==> config.mk <==
export PLATFORM = sky130hd
export DESIGN_NAME = conv_mac_accum
export DESIGN_NICKNAME = d
export VERILOG_FILES = /design/src/rtl/conv_mac_accum.sv
export SDC_FILE = /design/constraint.sdc
export NUM_CORES = 1
export LEC_CHECK = 0
export BUFFER_PORTS_ARGS = -buffer_cell sky130_fd_sc_hd__buf_2
export CORE_AREA = 2 2 192 118
export CTS_CLUSTER_SIZE = 40
export DETAILED_ROUTE_END_ITERATION = 6
export DIE_AREA = 0 0 194 120
export GPL_TIMING_DRIVEN = 0
export PLACE_DENSITY_LB_ADDON = 0.3
export SLEW_MARGIN = 20
export SYNTH_ARGS = -nofsm -noshare
export SYNTH_HDL_FRONTEND = slang
export SYNTH_SLANG_ARGS = --single-unit
==> constraint.sdc <==
create_clock -name Clk -period 3.81 [get_ports Clk]
set_input_delay 0.381 -clock Clk [delete_from_list [all_inputs] [get_ports Clk]]
set_output_delay 0.381 -clock Clk [all_outputs]
set_load 0.01 [all_outputs]
==> src/rtl/conv_mac_accum.sv <==
// Convolution multiply-accumulate for one pixel channel: accumulates pix*coef over a
// window of taps, then rounds, shifts out the fixed-point fraction and clamps to pixel range.
module conv_mac_accum #(
   parameter int unsigned PIX_W  = 8,
   parameter int unsigned COEF_W = 16,
   parameter int unsigned FRAC   = 8,
   parameter int unsigned ACC_W  = 32
) (
   input  logic              Clk,
   input  logic              reset_n,
   input  logic              start,
   input  logic [7:0]        tap_count,
   input  logic              in_valid,
   output logic              in_ready,
   input  logic [PIX_W-1:0]  pix,
   input  logic [COEF_W-1:0] coef,
   input  logic              pad,
   output logic              busy,
   output logic              out_valid,
   input  logic              out_ready,
   output logic [PIX_W-1:0]  result,
   output logic [ACC_W-1:0]  acc_out
);

   localparam int unsigned PROD_W = PIX_W + 1 + COEF_W;
   localparam logic signed [ACC_W-1:0] ROUND_K = {{(ACC_W-FRAC){1'b0}}, 1'b1, {(FRAC-1){1'b0}}};
   localparam logic signed [ACC_W-1:0] PIX_MAX = {{(ACC_W-PIX_W){1'b0}}, {PIX_W{1'b1}}};

   typedef enum logic [1:0] {IDLE, ACCUM, DRAIN, OUT} stateT;

   stateT                    state, stateNext;
   logic [7:0]               tapsTarget;
   logic [7:0]               tapCnt;
   logic signed [ACC_W-1:0]  prodReg;
   logic                     prodValid;
   logic signed [ACC_W-1:0]  acc;
   logic signed [ACC_W-1:0]  accNext;
   logic signed [PROD_W-1:0] prodFull;
   logic signed [ACC_W-1:0]  prodExt;
   logic signed [ACC_W-1:0]  roundSum;
   logic signed [ACC_W-1:0]  shifted;
   logic [PIX_W-1:0]         clamped;
   logic                     handshake;
   logic                     lastTap;
   logic [PIX_W-1:0]         resultReg;
   logic [ACC_W-1:0]         accOutReg;

   assign in_ready  = (state == ACCUM);
   assign busy      = (state != IDLE);
   assign out_valid = (state == OUT);
   assign result    = resultReg;
   assign acc_out   = accOutReg;

   assign handshake = in_valid && in_ready;
   assign lastTap   = (tapCnt == tapsTarget - 8'd1);

   // The pixel is zero-extended so it always multiplies as a non-negative value.
   assign prodFull = $signed({1'b0, pix}) * $signed(coef);
   assign prodExt  = {{(ACC_W-PROD_W){prodFull[PROD_W-1]}}, prodFull};

   assign accNext  = prodValid ? acc + prodReg : acc;
   assign roundSum = accNext + ROUND_K;
   assign shifted  = roundSum >>> FRAC;

   always_comb begin
      clamped = '0;
      if (shifted[ACC_W-1])
         clamped = '0;
      else if (shifted > PIX_MAX)
         clamped = '1;
      else
         clamped = shifted[PIX_W-1:0];
   end

   always_ff @(posedge Clk or negedge reset_n) begin
      if (!reset_n)
         state <= IDLE;
      else
         state <= stateNext;
   end

   always_comb begin
      stateNext = state;
      case (state)
         IDLE:    if (start) stateNext = (tap_count != 8'd0) ? ACCUM : OUT;
         ACCUM:   if (handshake && lastTap) stateNext = DRAIN;
         DRAIN:   stateNext = OUT;
         OUT:     if (out_ready) stateNext = IDLE;
         default: stateNext = IDLE;
      endcase
   end

   always_ff @(posedge Clk or negedge reset_n) begin
      if (!reset_n) begin
         tapsTarget <= '0;
         tapCnt     <= '0;
         prodReg    <= '0;
         prodValid  <= 1'b0;
         acc        <= '0;
         resultReg  <= '0;
         accOutReg  <= '0;
      end else begin
         case (state)
            IDLE: begin
               if (start) begin
                  tapsTarget <= tap_count;
                  tapCnt     <= '0;
                  prodReg    <= '0;
                  prodValid  <= 1'b0;
                  acc        <= '0;
                  if (tap_count == 8'd0) begin
                     resultReg <= '0;
                     accOutReg <= '0;
                  end
               end
            end
            ACCUM, DRAIN: begin
               acc <= accNext;
               if (handshake) begin
                  prodReg   <= pad ? '0 : prodExt;
                  prodValid <= 1'b1;
                  tapCnt    <= tapCnt + 8'd1;
               end else begin
                  prodValid <= 1'b0;
               end
               // Output registers load from accNext so the drained last product is included.
               if (state == DRAIN) begin
                  resultReg <= clamped;
                  accOutReg <= accNext;
               end
            end
            default: ;
         endcase
      end
   end

endmodule

==> impl_metrics.yaml <==
floorplanning:
  placementRows: 42
  fp.dieH_um: 120
  start_util_pct: 55.97
  ios: 81
  dieWidth_um: 194
  coreArea_sq_um: 21650
  die-area_sq_um: 23280
hold_path:
  hold_start: "tap_count[2]"
  hp-class: "in2reg"
routing:
  routed_wl_um: 34080
  first_pass_iters: 5
  drc: 0
  via_per_inst: 5.967
  vias: 10889
  drtAntennaViolNets: 0
  drtIter0Drc: 981
  routedWlPerCell_um: 18.67
grt:
  busiest_layer: "met2"
  grt_pass1_vias: 10840
  met1_usage_pct: 43.52
  grt_usage_pct: 29.48
  grt.overflow.total: 0
  grt_start_max_net_pins: 74
  use_met3_pct: 6.352
  grt_antenna_before_repair: 0
  globalRouteMet2Util_pct: 45.02
  grt_first_pass_wirelength_um: 55210
synth:
  yosysWarnings: 0
  ys_ff_latch: 116
  synth_edf_count: 0
  synthCells: 1348
  synth_nets: 1577
  syn_area_sq_um: 12120
  syn_area_per_cell_sq_um: 8.990
  synth_cell_type_count: 82
  synth_seq_area_share_pct: 23.95
  async_flop_share_pct: 100.0
  synth-main-ff-cell: "dfrtp_1"
critical_path:
  critPathKind: "in2reg"
  crit_chain: "buf_12 -> clkbuf_16 -> nand2_4 -> fa_1 -> fa_1 -> inv_1 -> ha_1 -> inv_1 -> fa_1 -> inv_2 -> ha_4 -> a21o_1 -> a21oi_2 -> o21bai_1 -> a21o_1 -> a21oi_2 -> o211ai_1 -> a311o_1 -> a211oi_2 -> o21bai_1 -> a21oi_1 -> xnor2_1 -> a22o_1"
  r2r_start: "acc[0]$_DFFE_PN0P_"
  critPathLaunchType: "input pin"
  endpoint_kind: "flop"
  max_stage_delay_ns: 0.50
  r2r_slack_ns: -0.62
  worstPathMaxFanout: 5
  slowest_stage: "fa_1"
  required_ns: 4.11
  critPathArrivalTime_ns: 4.95
  crit_path_frequent_cell: "fa_1"
  crit_path_start: "pix[0]"
status:
  status: "finished, violations left"
  violations: "setup timing"
clock_network:
  clock-sinks: 116
  htreeDepth: 4
  clk_latency_ns: 0.42
  path_clk_slew_ns: 0.06
  cts_tree: "built"
  ctsRootBufferMaster: "clkbuf_16"
  cts_buffer_depth: 2
  tritoncts.num_buffers: 17
job:
  drv_cap: 0
final_layout:
  n_antenna_cell: 0
  area_delta_synth_final_pct: 23.71
  drive_gt1_share_pct: 24.24
  nNetsFinal: 1755
power_and_ir_drop:
  ir_drop_v: 0.0004440
  p_leak_nw: 7.117
  power_mw: 11.10
  pwr_density_cell_nw_per_um2: 740.8
place:
  gp_congestion: 0.9250
  dp_hpwl_um: 24850
  portBuffers: 80
timing:
  hold_viol_final: 0
  drv_slew: 0
  tightest_slew_ns: 0.9192
  fmax_mhz: 215.0
  period_minus_slack_ns: 4.650
  finalCritPeriodShare_pct: 122.1
  rsz0062_at_grt: "yes"
  timing.setup.tns_ns: -11.42
  max_slew_margin_pct: 38.20
  skew_ns: 0.01033
  hold_slack_ns: 0.2094
  setup_ws_ns: -0.8401
  finalSetupViolations: 22
## what timing repair did
item                       CTS  global route
gates resized for setup     68            70
setup endpoints to repair   23            24
hold buffers                 1             0
pin swaps                   49            49
hold endpoints to repair    43             0
setup buffers               55            27
## sequential cells by signal (all words and copies together) (netlist names)
name        flops
tapCnt          8
result          8
acc            32
state           2
tapsTarget      8
prodValid       1
acc_out        32
prodReg        25
## placed cells by master, fill, tap and decap left out, types with 9 or more instances in the layout
| master | count |
|---|---|
| and2_1 | 79 |
| clkbuf_8 | 9 |
| a21o_1 | 17 |
| clkbuf_16 | 20 |
| nand2_1 | 154 |
| o211ai_1 | 17 |
| a21oi_1 | 47 |
| inv_1 | 136 |
| mux2_2 | 12 |
| o21ai_0 | 82 |
| buf_6 | 14 |
| fa_1 | 96 |
| ha_4 | 17 |
| xnor2_1 | 36 |
| nand4_1 | 12 |
| ha_1 | 67 |
| clkbuf_1 | 24 |
| nand3_1 | 25 |
| buf_2 | 74 |
| nor2_1 | 50 |
| xor2_1 | 16 |
| a21oi_2 | 11 |
| o21ai_2 | 9 |
| inv_2 | 12 |
| dfrtp_1 | 116 |
| buf_4 | 77 |
| a32oi_1 | 9 |
| a22o_1 | 40 |
| a211oi_1 | 11 |
| nor3_1 | 20 |
| and3_1 | 11 |
## path summary, 6_finish.rpt
path                                             endpoint  depth (start not counted)
worst min-delay path            tapsTarget[2]$_DFFE_PN0P_                          2
worst min register to register    acc_out[15]$_DFFE_PN0P_                          2
max in group asynchronous              acc[2]$_DFFE_PN0P_                          3
worst max register to register      result[5]$_DFFE_PN0P_                         17
min in group asynchronous         acc_out[25]$_DFFE_PN0P_                          2
worst max-delay path              prodReg[23]$_DFFE_PN0P_                         23
## critical path, delay by kind of cell
family	cells	cell delay (ns)
AOI/OAI and AO/OA	11	2.09
adders and majority gates	5	1.97
buffers and inverters	5	0.36
xor gates and xnor gates	1	0.11
and+or+nand+nor	1	0.04
## synth_stat cells (all sizes together), types with 8 or more instances
cell type	instances	area share [%]
a211oi	18	1.2
a21o	17	1.1
a21oi	60	2.5
a22o	41	3.0
a32oi	9	0.65
and2	83	4.3
and3	12	0.66
buf	13	0.84
clkbuf	37	1.4
dfrtp	116	24
fa	103	17
ha	88	9.1
inv	149	4.6
mux2	12	1.1
mux2i	11	0.94
nand2	165	5.1
nand3	26	1.1
nand4	12	0.62
nor2	54	1.7
nor3	23	0.95
nor4	11	0.80
o211ai	17	1.1
o21a	8	0.50
o21ai	96	4.0
xnor2	40	2.9
xor2	17	1.2
## area by class of cell
cell class,instances,area [sq um]
buffer,47,356.6
clock inverter,12,118.9
timing repair buffer,162,1145
multi-input combinational,1032,9076
tap,286,357.8
clock buffer,20,466.7
inverter,150,566.8
fill,1638,6660
sequential,116,2903
## stage by stage
stage	util [%]	std cells	setup slack (ns)	instance area, sq um
after global placement	60.77	1714	-1.376	13160
final	69.24	1825	-0.8401	14990
after floorplan	-	1348	-0.7487	12400
after CTS	66.94	1801	-0.7936	14490
after detailed placement	60.93	1715	-1.550	13190
after global routing	69.24	1825	-0.9853	14990
## logic make-up (layout without fill, tap and decap cells)
kind of cell / count (synthesis) / in the layout / share of synthesized area (%)
simple gates: 435 / 435 / 18.16
flops: 116 / 116 / 23.95
compound gates: 326 / 326 / 18.72
mux: 23 / 23 / 2.055
xor+xnor: 57 / 57 / 4.120
fa+ha+maj: 191 / 191 / 26.10
buf+inv: 200 / 391 / 6.887
## layer usage
layer | routed length [um] | part of all wire, % | vias to the layer above
li1 | - | - | 5015
met1 | 15770 | 46 | 5418
met2 | 14970 | 44 | 414
met3 | 2945 | 8.6 | 42
met4 | 387 | 1.1 | 0
met5 | 0 | 0 | -
## report_power, final
group	internal, mW	switching [mW]	leakage, nW
Combinational	3.20	4.34	5.27
Sequential	1.63	0.328	1.56
Clock	0.960	0.639	0.280
Note: power is estimated with default switching activity, not from simulation.
